`src/rtl/tx_probe_pkg.sv`:
```
// Shared types and helpers for the tx_started handshake probe.
//   state_t  : handshake FSM state encoding (2-bit)
//   sat_inc  : increment that saturates at 2**w-1, for counters up to SAT_W bits
package tx_probe_pkg;

    typedef enum logic [1:0] {
        IDLE   = 2'd0,
        REQ_HI = 2'd1,
        REQ_LO = 2'd2
    } state_t;

    localparam int unsigned SAT_W = 32;

    // Width is passed as an argument so one function serves every counter;
    // callers zero-extend into and truncate out of the SAT_W-bit carrier.
    function automatic logic [SAT_W-1:0] sat_inc(input logic [SAT_W-1:0] v,
                                                 input int unsigned       w);
        logic [SAT_W:0] one_w;
        logic [SAT_W:0] lim;
        one_w = {{SAT_W{1'b0}}, 1'b1};
        lim   = (one_w << w) - one_w;
        if ({1'b0, v} >= lim) begin
            return v;
        end
        return v + one_w[SAT_W-1:0];
    endfunction

endpackage

```
`src/rtl/tx_handshake_probe_if.sv`:
```
// Bundle of the monitored TX AXI-Stream handshake and the tx_started
// req/ack pair.
//   master : probe side (observes the stream and ack, drives req)
//   slave  : environment side (drives the stream and ack, observes req)
interface tx_handshake_probe_if;

    logic axis_tvalid;
    logic axis_tready;
    logic axis_tlast;
    logic tx_started_req;
    logic tx_started_ack;

    modport master (
        input  axis_tvalid,
        input  axis_tready,
        input  axis_tlast,
        input  tx_started_ack,
        output tx_started_req
    );

    modport slave (
        output axis_tvalid,
        output axis_tready,
        output axis_tlast,
        output tx_started_ack,
        input  tx_started_req
    );

endinterface

```
`src/rtl/axis_sof_detect.sv`:
```
// Start-of-frame detector for an observed AXI-Stream.
//   clk, areset : clock, async active-high reset
//   tvalid, tready, tlast : monitored stream handshake
//   sof         : combinational, high on the first accepted beat of a packet
// in_pkt tracks whether a packet is open; a single-beat packet leaves it clear.
module axis_sof_detect (
    input  logic clk,
    input  logic areset,
    input  logic tvalid,
    input  logic tready,
    input  logic tlast,
    output logic sof
);

    logic beat;
    logic in_pkt_d;
    logic in_pkt_q;

    always_comb begin
        beat     = tvalid & tready;
        in_pkt_d = in_pkt_q;
        if (beat) begin
            in_pkt_d = ~tlast;
        end
    end

    always_ff @(posedge clk or posedge areset) begin
        if (areset) begin
            in_pkt_q <= 1'b0;
        end else begin
            in_pkt_q <= in_pkt_d;
        end
    end

    assign sof = beat & ~in_pkt_q;

endmodule

```
`src/rtl/tx_handshake_probe.sv`:
```
// Initiator end of the tx_started four-phase handshake with round-trip
// measurement. Each packet start seen on the TX stream launches one req/ack
// cycle; the req-to-ack delay in clk cycles is reported, or a timeout.
//   clk, areset  : clock, async active-high reset
//   hs           : stream monitor inputs, ack input, req output (master)
//   rtt_valid    : 1-cycle pulse, rtt_cycles updated
//   rtt_cycles   : last round trip, held until the next update
//   timeout_err  : 1-cycle pulse when REQ_HI gives up waiting for ack
//   busy         : high whenever the FSM is not IDLE
// Optional build macro TX_HANDSHAKE_PROBE_STATS_EN adds saturating
// probe_count / skip_count outputs.
//
// state  | meaning
// IDLE   | waiting for a packet start with ack low
// REQ_HI | req asserted, counting cycles until ack or timeout
// REQ_LO | req released, waiting for ack to return low
module tx_handshake_probe
    import tx_probe_pkg::*;
#(
    parameter int CNT_WIDTH = 16,
    parameter int TIMEOUT   = 1024
) (
    input  logic                    clk,
    input  logic                    areset,
    tx_handshake_probe_if.master    hs,
    output logic                    rtt_valid,
    output logic [CNT_WIDTH-1:0]    rtt_cycles,
    output logic                    timeout_err,
`ifdef TX_HANDSHAKE_PROBE_STATS_EN
    output logic [15:0]             probe_count,
    output logic [15:0]             skip_count,
`endif
    output logic                    busy
);

    localparam logic [CNT_WIDTH-1:0] TIMEOUT_C = CNT_WIDTH'(TIMEOUT);

    state_t                 state_q;
    logic                   req_q;
    logic                   busy_q;
    logic                   rtt_valid_q;
    logic                   timeout_err_q;
    logic [CNT_WIDTH-1:0]   cnt_q;
    logic [CNT_WIDTH-1:0]   rtt_cycles_q;
    logic [CNT_WIDTH-1:0]   cnt_inc;
    logic                   sof;
    logic                   ack;

    assign ack     = hs.tx_started_ack;
    assign cnt_inc = CNT_WIDTH'(sat_inc(SAT_W'(cnt_q), CNT_WIDTH));

    axis_sof_detect u_sof (
        .clk    (clk),
        .areset (areset),
        .tvalid (hs.axis_tvalid),
        .tready (hs.axis_tready),
        .tlast  (hs.axis_tlast),
        .sof    (sof)
    );

`ifdef TX_HANDSHAKE_PROBE_STATS_EN
    logic [15:0] probe_count_q;
    logic [15:0] skip_count_q;
    logic [15:0] probe_inc;
    logic [15:0] skip_inc;
    assign probe_inc = 16'(sat_inc(SAT_W'(probe_count_q), 16));
    assign skip_inc  = 16'(sat_inc(SAT_W'(skip_count_q), 16));
`endif

    always_ff @(posedge clk or posedge areset) begin
        if (areset) begin
            state_q       <= IDLE;
            req_q         <= 1'b0;
            busy_q        <= 1'b0;
            rtt_valid_q   <= 1'b0;
            timeout_err_q <= 1'b0;
            cnt_q         <= '0;
            rtt_cycles_q  <= '0;
`ifdef TX_HANDSHAKE_PROBE_STATS_EN
            probe_count_q <= '0;
            skip_count_q  <= '0;
`endif
        end else begin
            rtt_valid_q   <= 1'b0;
            timeout_err_q <= 1'b0;
            case (state_q)
                IDLE: begin
                    // A stale ack would complete the handshake instantly,
                    // so the probe is skipped rather than launched.
                    if (sof && !ack) begin
                        state_q <= REQ_HI;
                        req_q   <= 1'b1;
                        busy_q  <= 1'b1;
                        cnt_q   <= '0;
                    end
                end
                REQ_HI: begin
                    // cnt_inc is the number of req-high edges seen so far,
                    // including this one.
                    if (ack) begin
                        rtt_cycles_q <= cnt_inc;
                        rtt_valid_q  <= 1'b1;
                        req_q        <= 1'b0;
                        state_q      <= REQ_LO;
                    end else if (cnt_inc == TIMEOUT_C) begin
                        timeout_err_q <= 1'b1;
                        req_q         <= 1'b0;
                        state_q       <= REQ_LO;
                    end else begin
                        cnt_q <= cnt_inc;
                    end
                end
                REQ_LO: begin
                    if (!ack) begin
                        state_q <= IDLE;
                        busy_q  <= 1'b0;
                    end
                end
                default: begin
                    state_q <= IDLE;
                    req_q   <= 1'b0;
                    busy_q  <= 1'b0;
                end
            endcase
`ifdef TX_HANDSHAKE_PROBE_STATS_EN
            if (sof) begin
                if (state_q == IDLE && !ack) begin
                    probe_count_q <= probe_inc;
                end else begin
                    skip_count_q <= skip_inc;
                end
            end
`endif
        end
    end

    assign hs.tx_started_req = req_q;
    assign busy              = busy_q;
    assign rtt_valid         = rtt_valid_q;
    assign timeout_err       = timeout_err_q;
    assign rtt_cycles        = rtt_cycles_q;
`ifdef TX_HANDSHAKE_PROBE_STATS_EN
    assign probe_count = probe_count_q;
    assign skip_count  = skip_count_q;
`endif

endmodule

```
`src/flat_wrapper.sv`:
```
// flat-port wrapper written by rule: the top's interface ports become plain ports
module tx_handshake_probe_flat import tx_probe_pkg::*;
#(
    parameter int CNT_WIDTH = 16,
    parameter int TIMEOUT   = 1024
)
  (clk, areset, rtt_valid, rtt_cycles, timeout_err, busy, hs_axis_tvalid, hs_axis_tready, hs_axis_tlast, hs_tx_started_ack, hs_tx_started_req);
  tx_handshake_probe_if hs_i ();
  input  logic clk;
  input  logic areset;
  output logic rtt_valid;
  output logic [CNT_WIDTH-1:0] rtt_cycles;
  output logic timeout_err;
  output logic busy;
  input wire logic [$bits(hs_i.axis_tvalid)-1:0] hs_axis_tvalid;
  input wire logic [$bits(hs_i.axis_tready)-1:0] hs_axis_tready;
  input wire logic [$bits(hs_i.axis_tlast)-1:0] hs_axis_tlast;
  input wire logic [$bits(hs_i.tx_started_ack)-1:0] hs_tx_started_ack;
  output wire logic [$bits(hs_i.tx_started_req)-1:0] hs_tx_started_req;
  assign hs_i.axis_tvalid = hs_axis_tvalid;
  assign hs_i.axis_tready = hs_axis_tready;
  assign hs_i.axis_tlast = hs_axis_tlast;
  assign hs_i.tx_started_ack = hs_tx_started_ack;
  assign hs_tx_started_req = hs_i.tx_started_req;
  tx_handshake_probe #(.CNT_WIDTH(CNT_WIDTH), .TIMEOUT(TIMEOUT)) u_core (.clk(clk), .areset(areset), .hs(hs_i), .rtt_valid(rtt_valid), .rtt_cycles(rtt_cycles), .timeout_err(timeout_err), .busy(busy));
endmodule
```
`config.mk`:
```
export PLATFORM = sky130hd
export DESIGN_NAME = tx_handshake_probe_flat
export DESIGN_NICKNAME = d
export VERILOG_FILES = /design/src/rtl/tx_probe_pkg.sv /design/src/rtl/tx_handshake_probe_if.sv /design/src/rtl/axis_sof_detect.sv /design/src/rtl/tx_handshake_probe.sv /design/src/flat_wrapper.sv
export SDC_FILE = /design/constraint.sdc
export NUM_CORES = 1
export LEC_CHECK = 0
export CAP_MARGIN = 40
export CORE_MARGIN = 3
export CORE_UTILIZATION = 41
export CTS_BUF_LIST = sky130_fd_sc_hd__clkbuf_8
export CTS_CLUSTER_DIAMETER = 50
export DETAILED_ROUTE_END_ITERATION = 8
export MAX_ROUTING_LAYER = met4
export PLACE_DENSITY = 0.63
export SYNTH_ARGS = -nofsm -noshare
export SYNTH_HDL_FRONTEND = slang
export SYNTH_SLANG_ARGS = --single-unit
```
`constraint.sdc`:
```
create_clock -name clk -period 3 [get_ports clk]
set_input_delay 0.75 -clock clk [delete_from_list [all_inputs] [get_ports clk]]
set_output_delay 0.75 -clock clk [all_outputs]
set_load 0.1 [all_outputs]
```
## After elaboration in Yosys (flattened, before gate mapping)

Cells that the tools add are included.

| word-level totals | value |
|---|---|
| flip-flop bits (word level) | 39 |
| word-level logic and storage cells | 56 |

| operators by class | value |
|---|---|
| add/sub/neg operators | 1 |
| magnitude comparators | 1 |
| eq/ne operators | 8 |
| muxes and demuxes | 23 |
| bitwise gates (word level) | 6 |
| reduce and logical (&&, ||, !) cells | 9 |

Operators with widths:

| operator | number |
|---|---|
| two-way mux 16 bit | 5 |
| case mux 16 bit (2 select lines) | 1 |
| adder 16 x 1 -> 16 bit, second input constant | 1 |
| == test 16 x 11 -> 1 bit, second input constant | 1 |
| greater-or-equal comparator 16 bit, second input constant | 1 |
| two-way mux 1 bit | 10 |
| AND reduction 3 bit | 3 |
| two-way mux 2 bit | 4 |
| inequality test 2 bit, second input constant | 3 |
| case mux 1 bit (3 select lines) | 2 |
| case mux 2 bit (3 select lines) | 1 |
| inverter 1 bit | 4 |
| AND reduction 4 bit | 1 |
| inequality test 3 x 2 -> 1 bit, second input constant | 1 |
| bitwise AND 1 bit | 2 |
| == test 2 x 1 -> 1 bit, second input constant | 1 |
| == test 2 bit, second input constant | 1 |
| logical NOT 2 bit | 1 |
| inequality test 2 x 1 -> 1 bit, second input constant | 1 |
| AND reduction 2 bit | 1 |
| nonzero test 2 bit | 1 |
| logical AND 1 bit | 1 |
| logical NOT 1 bit | 1 |

## Depth between registers and ports, before layout

| depth | value |
|---|---|
| depth in word-level cells | 7 |
| mapped depth | 11 |
| depth with buffers taken out | 8 |

## Cells and area by module

A second synthesis with hierarchy kept.

| second synthesis, totals | value |
|---|---|
| cell total of the unflattened synthesis | 255 |
| area total of the unflattened synthesis | 2,233.4 µm² |

By module, submodules not included:

| module | times used | cells an instance | area an instance (µm²) | sequential area each (µm²) |
|---|---|---|---|---|
| tx_handshake_probe | 1 | 249 | 2,185.8 | 950.9 |
| axis_sof_detect | 1 | 6 | 47.5 | 25.0 |

## Worst setup path before layout

Ideal clock, no wire load.

| timing path | value |
|---|---|
| path type | flip-flop to flip-flop |
| start point | reg u_core.cnt_q[0] |
| end point | reg u_core.cnt_q[2] |
| library setup time | 128 ps |
| arrival | 2,524 ps |
| data required time | 2,872 ps |
| path slack | 348 ps |
| cell stages (with the launch flop) | 12 |
| buffers on the path | 3 |
| cells stage by stage | dfrtp_1 > ha_1 > clkbuf_2 > nand3_1 > buf_2 > nor4_1 > mux2i_1 > nand4_1 > or4_4 > buf_6 > a31oi_1 > a211oi_1 |

| on the way | value |
|---|---|
| longest elaborated chain between the ends | 6 |
| elaborated cells on any way between the ends | 11 |

Ends and longest elaborated chain:

| element | RTL line | RTL |
|---|---|---|
| start, declared | tx_handshake_probe.sv:43 | `logic [CNT_WIDTH-1:0] cnt_q;` |
| start signal, assigned | tx_handshake_probe.sv:110 | `cnt_q <= cnt_inc;` |
| greater-or-equal comparator 16 bit | tx_probe_pkg.sv:22 | `if ({1'b0, v} >= lim) begin` |
| two-way mux 1 bit | tx_probe_pkg.sv:22 |  |
| two-way mux 16 bit (*) | tx_probe_pkg.sv:25 | `return v + one_w[SAT_W-1:0];` |
| == test 16 x 11 -> 1 bit or two-way mux 16 bit (tied branches) | tx_handshake_probe.sv:105 | `end else if (cnt_inc == TIMEOUT_C) begin` |
| inequality test 2 bit (no source line) or two-way mux 16 bit (tied branches) | - |  |
| AND reduction 4 bit (no source line) or case mux 16 bit (2 select lines) (tied branches) | - |  |

Mark *: on every way between the ends. The rest lies on a longest branch, timed or not. The select of a mux whose other input is x is not followed.
A chain may end at the register's enable or synchronous reset.

## Worst setup path after layout

| timing path | value |
|---|---|
| start point | reg u_core.cnt_q[1] |
| end point | reg u_core.cnt_q[2] |

The elaborated chain is that of the path after synthesis.

==> summary.txt <==
Clock network
  – Hold buffers post-CTS: 0
  – Clock sink count: 39
  – TritonCTS clock tree: yes
  – Post-CTS setup buffer count: 0
  – CTS H-tree lvls: 2
  – Latest clock arrival within the worst-skew pair: 300 ps
  – CTS Buf Count: 5
  – Post-CTS sizing: 0
  – Root Buffer: clkbuf_8
  – Reg clk slew, reported paths: around 70 ps
  – Maximum root-to-sink buffer count: 2

Worst setup path
  – Critical Path RT: approximately 3200 ps
  – CP endpoint kind: register
  – Worst-path fanout max: 8
  – Critical path startpoint category: register
  – Kind of critical path: reg -> reg
  – Arr. time, crit path: ~3000 ps

Worst hold path
  – HP Class: reg -> reg

GRT
  – First-pass GRT wire length: approximately 9400 um
  – Total congestion overflow: 0
  – Largest net degree at the start of global routing: 40
  – Antenna violations before repair: 0
  – Vias in the first global route: 1834
  – Total track usage: 0.199

Final layout
  – Final core occ: 0.513
  – Area grow syn2layout: 19.1%
  – Fillers: 518
  – Inserted Diodes: 0
  – # nets final: between 200 and 300
  – Flip-flop and latch area: 976 sq um
  – Multi-input logic area: about 1100 sq um
  – Fraction of layout instances using a drive strength above 1: 0.208
  – Final Cell Area: approximately 2700 sq um

Drt
  – Via Count: around 2000
  – Routed WL per cell: ~16 um
  – Post-DRT Antenna Nets: 0
  – Via density: about 5.7
  – DRT Pass-1 Iters: 4
  – Number of DRC markers in iteration 0: 212
  – DRC errors left: 0
  – Routed Wire Length: approximately 5700 um

Timing
  – RSZ-0062 raised after global routing: false
  – Minimum clock period: 2760 ps
  – Worst slew pin tran: 511 ps
  – Max Slew Vio Count: 0
  – Final setup viols: 0
  – Setup TNS: 0 ps
  – Clock skew: between 6 and 7 ps
  – Slew margin rel.: 0.650
  – Fin crit share: 0.919
  – Fmax: about 360 MHz
  – Final hold violation count: 0

Synth
  – Post-synth EDFFs: 0
  – Top-area cell type share of the netlist area: 0.435
  – Post-synth top flop: dfrtp_1
  – Synth area leader: dfrtp_1
  – Commonest cells in the netlist: 39 x dfrtp_1, 34 x nand2_1, 28 x o21ai_0
  – Post-Synth XOR/XNOR Area: 0.0273
  – Synthesized area: approximately 2200 sq um
  – Adder-cell share of the synthesized area: 0.00558
  – FFs w/ async S/R, synth: 1.00
  – Mux share of post-synthesis cell area: 0.0229
  – Syn Inst Count: between 200 and 300
  – Yosys reg bits: 39
  – Synth Area in Compound Gates: 0.194
  – Post-synthesis sequential area ratio: 0.435
  – Top-count cell post-synth: dfrtp_1
  – Syn_nets: 262
  – Synth Area in Simple Gates: 0.254
  – Synth warn: 0
  – Synth unique cells: 44
  – Avg Cell Area, Syn: between 8 and 9 sq um
  – Main combinational cell family by area after synthesis: simple AND/OR/NAND/NOR gates
  – Dominant cells by area after synthesis: dfrtp_1 44%, o21ai_0 6.3%, nand2_1 5.7%

Power and ir drop
  – Worst vdd ir: 569 uV
  – PwrDens: around 800 nW/um^2
  – Total power: 2.14 mW
  – Pleak: between 1 and 1.5 nW

Placement
  – Post-DP HPWL: between 4000 and 5000 um
  – Routability cong.: just over 0.9
  – Port Buffer Count: 25
  – Cell Area, Placed: about 2600 sq um

Floorplan
  – Die H: between 70 and 80 um
  – Die ar.: around 6400 sq um
  – Rows: 26
  – Die Wd: between 70 and 80 um
  – Core area: between 5000 and 6000 sq um
  – Ports: 26
  – Initial Utilization: 0.431

Job
  – Total of max-cap violations: 0

Run status
  – Status: finished clean
[worst max-delay path: stages (launching register included)]
cell	delay, ps
dfrtp_1	480
ha_1	220
nand3_1	190
nor4_1	380
mux2i_1	260
nand4_1	200
or4_4	650
a31oi_1	190
a211oi_1	70
[final timing paths]
check / startpoint / end / slack (ps) / cells after the start
min in group asynchronous: areset / u_core.rtt_cycles[0] / 880 / 3
max in group asynchronous: areset / u_core.rtt_cycles[12] / 1780 / 3
hold reg to reg: u_core.rtt_cycles[11] / u_core.rtt_cycles[11] / 480 / 2
setup / recovery: u_core.cnt_q[1] / u_core.cnt_q[2] / 240 / 8
hold / removal: u_core.rtt_cycles[11] / u_core.rtt_cycles[11] / 480 / 2
setup reg to reg: u_core.cnt_q[1] / u_core.cnt_q[2] / 240 / 8
[sequential cells by signal, summed over array words and instances, names as in the netlist]
name	flops
u_core.hs.tx_started_req	1
u_core.rtt_valid	1
u_core.busy	1
u_core.state_q	2
u_core.u_sof.in_pkt_q	1
u_core.cnt_q	16
u_core.timeout_err	1
u_core.rtt_cycles	16
[logic make-up after synthesis]
| group | Yosys count |
|---|---|
| fa+ha+maj | 1 |
| flops | 39 |
| buf+inv | 28 |
| xor+xnor | 7 |
| mux | 5 |
| compound gates | 69 |
| simple gates | 106 |
[report_power, final]
part / switching [mW] / internal, mW
logic: 0.787 / 0.236
clock network: 0.186 / 0.180
registers: 0.110 / 0.638
total: 1.08 / 1.05
[final cells by class]
cell class	instances	area share
Clock buffer	6	0.0309
Clock inverter	1	0.00187
Inverter	11	0.0155
Multi-Input combinational cell	188	0.425
Sequential cell	39	0.366
Tap cell	70	0.0328
Timing Repair Buffer	44	0.128
[routing by layer]
layer	vias to the layer above	track usage	routed length, um
li1	994	-	-
met1	946	0.273	2730
met2	84	0.285	2490
met3	7	0.0576	408
met4	0	0.0574	66
met5	-	-	0
[stage by stage]
stage	worst slack, ps	hold WS (ps)	cells
floorplan	348	466	255
global placement	204	462	352
detailed placement	252	469	352
CTS	212	486	359
global route	89.3	514	359
finish	243	478	359
[cell usage in the layout, fill, tap and decap left out, drive strengths merged, types with 2 or more instances in the layout]
cell type / Yosys / layout
a211o: 2 / 2
a211oi: 2 / 2
a21o: 2 / 2
a21oi: 9 / 9
a31oi: 9 / 9
and3: 4 / 4
and4: 4 / 4
buf: 9 / 39
clkbuf: 8 / 6
clkdlybuf4s50: 0 / 5
dfrtp: 39 / 39
inv: 11 / 11
mux2i: 4 / 4
nand2: 36 / 36
nand2b: 5 / 5
nand3: 14 / 14
nand4: 7 / 7
nor2: 12 / 12
nor3: 8 / 8
nor4: 8 / 8
o211ai: 7 / 7
o21ai: 28 / 28
o221ai: 2 / 2
o22ai: 5 / 5
or2: 2 / 2
or4: 3 / 3
xnor2: 5 / 5
xor2: 2 / 2
Power figures use the tool's default switching activity.
==> RTL edit: new RTL, config.mk and constraints unchanged <==
Put one more register stage on the output `timeout_err`. The value now appears one clock later. The other outputs are not delayed to match. Comments in the files are not updated.
--- a/src/rtl/tx_handshake_probe.sv
+++ b/src/rtl/tx_handshake_probe.sv
@@ -137,7 +137,9 @@
     assign hs.tx_started_req = req_q;
     assign busy              = busy_q;
     assign rtt_valid         = rtt_valid_q;
-    assign timeout_err       = timeout_err_q;
+    always_ff @(posedge clk) begin
+        timeout_err <= timeout_err_q;
+    end
     assign rtt_cycles        = rtt_cycles_q;
 `ifdef TX_HANDSHAKE_PROBE_STATS_EN
     assign probe_count = probe_count_q;
Function: no difference found for any inputs over 10 cycles, from zero or initial values and one cycle with areset high; that may be too few to reach the edited logic, so the function may still have changed.
==> RTL edit against the unedited design <==
  * Worst hold slack got worse by 0.13 ns
  * Combinational power up 4%
  * Area after synthesis up 0.89%
  * Die area increased by 0.83%
  * Core utilization is 0.97 points higher
  * Final area up 2.5%
  * Sequential cell count increased by 1
  * Via count is 3.0% higher
  * Power up 4.8%
  * Clock skew is 0.0061 ns higher
  * Worst setup slack improved by 0.055 ns
  * Routed wire length increased by 0.46%
  * Largest cell class unchanged
==> RTL edit: results (changes against the unedited design) <==
- Post-DR wirelength/cell: 15.7 um (was 15.9 um)
- Htree depth: 2 (unchanged)
- Vias in the first global route: 1975 (was 1834)
- Clock-pin slew on the worst setup and hold paths: 0.09 ns (was 0.07 ns)
- Crit-path max FO: 9 (was 8)
- PortBufs: 25 (unchanged)
- Fraction of registers with async set/reset: 97.5% (was 100%)
- Share of cells above drive strength 1: 21.8% (was 20.8%)
- DR top layer: met4 (unchanged)
- Worst Hold Depth: 0 (was 2)
- Crit. Startpoint: u_core.cnt_q[9] (was u_core.cnt_q[1])
- Max Root-Sink Buffers: 2 (unchanged)
- Met1 Wirelength: 2630 um (was 2730 um)
- Yosys cell types: 45 (was 44)
- Worst setup EP type: flop (unchanged)
- Reg2Reg Depth: 7 (was 8)
- Drt pass-1 iters: 5 (was 4)
- R2R Path End: u_core.cnt_q[2] (unchanged)
- WL met2: 2430 um (was 2490 um)
- GPL Wtd Cong: 1.02 (was 0.925)
- Number of vias per cell: 5.74 (was 5.66)
- Nets@finish: 300 (was 296)
- Critical-path top delay cell: or4_4 (unchanged)
- Slew Limit Headroom: 58.9% (was 65.0%)
- Hold path start: u_core.timeout_err_q (was u_core.rtt_cycles[11])
- Hold Crit Class: flop to flop (unchanged)
- Critical path arrival: 2.87 ns (was 2.92 ns)
- Tcrit/Tclk final: 90.1% (was 91.9%)
- GRT Total Usage: 20.4% (was 19.9%)
- Number of remaining DRC errors: 0 (unchanged)
- Static leakage: 1.19 nW (was 1.15 nW)
- Post-CTS Setup Inserts: 0 (unchanged)
- IR drop worst, VDD: 0.515 mV (was 0.569 mV)
- Setup WS pre-CTS: 0.275 ns (was 0.252 ns)
- Hold EP: u_core.timeout_err (was u_core.rtt_cycles[11])
- Status: finished clean (unchanged)
- Syn nets: 263 (was 262)
- First-pass GRT wire length: 9860 um (was 9430 um)
- Dpl hpwl: 4190 um (was 4160 um)
- DR WL met3: 547 um (was 408 um)
- Largest net degree at the start of global routing: 40 (unchanged)
- Reg2reg setup slack: 0.30 ns (was 0.24 ns)
- Ranking of synthesized cells by area: dfrtp_1, o21ai_0, nand2_1 (unchanged)
- Drt first-iter violations: 181 (was 212)
- Worst-Skew Late Latency: 0.30 ns (about the same)
- Clock skew: 0.0123 ns (was 0.00620 ns)
- Register area share after synthesis: 44.0% (was 43.5%)
==> RTL edit: where the power goes <==
part	switching [mW]	total (mW)	internal (mW)	leakage (nW)
Clock	0.192	0.435	0.244	0.0593
Sequential	0.0927	0.744	0.651	0.528
Combinational	0.809	1.06	0.252	0.599
==> RTL edit: logic make-up (layout without fill, tap and decap cells) <==
group	after synthesis	after routing	synth area share, %
compound gates	69	69	19.2
xor+xnor	7	7	2.71
fa+ha+maj	1	1	0.553
buf+inv	28	66	6.08
flops	40	40	44.0
mux	5	5	2.27
simple gates	106	106	25.2
==> RTL edit: critical path: cells and delay by family (launching register included) <==
| kind | cells | cell delay (ns) |
|---|---|---|
| multiplexers | 1 | 0.31 |
| AND/OR/NAND/NOR | 4 | 1.52 |
| flip-flops | 1 | 0.49 |
| AO/OA/AOI/OAI | 2 | 0.27 |
==> RTL edit: stage by stage <==
step / util (%) / total power [mW] / instances / hold WS, ns / area [um2]
2_1_floorplan: - / 1.58 / 256 / 0.324 / 2260
3_3_place_gp: 50.0 / 1.81 / 356 / 0.325 / 2620
3_5_place_dp: 50.0 / 1.82 / 356 / 0.331 / 2620
4_1_cts: 52.1 / 2.25 / 364 / 0.352 / 2730
5_1_grt: 52.3 / 2.35 / 364 / 0.368 / 2740
6_report: 52.3 / 2.24 / 364 / 0.349 / 2740
==> RTL edit: cell type report <==
type,count,area [um2]
fillers,505,2500
well taps,70,87.6
multi-input cells,188,1140
repair buffers,47,365
inverters,11,41.3
clock inverters,3,38.8
clock buffers,5,68.8
flip-flops and latches,40,996
==> RTL edit: metal layers <==
metal,vias to the layer above,track usage [%]
met4,0,7.26
met5,-,-
met3,14,5.27
met2,99,27.7
li1,1005,-
met1,973,29.0
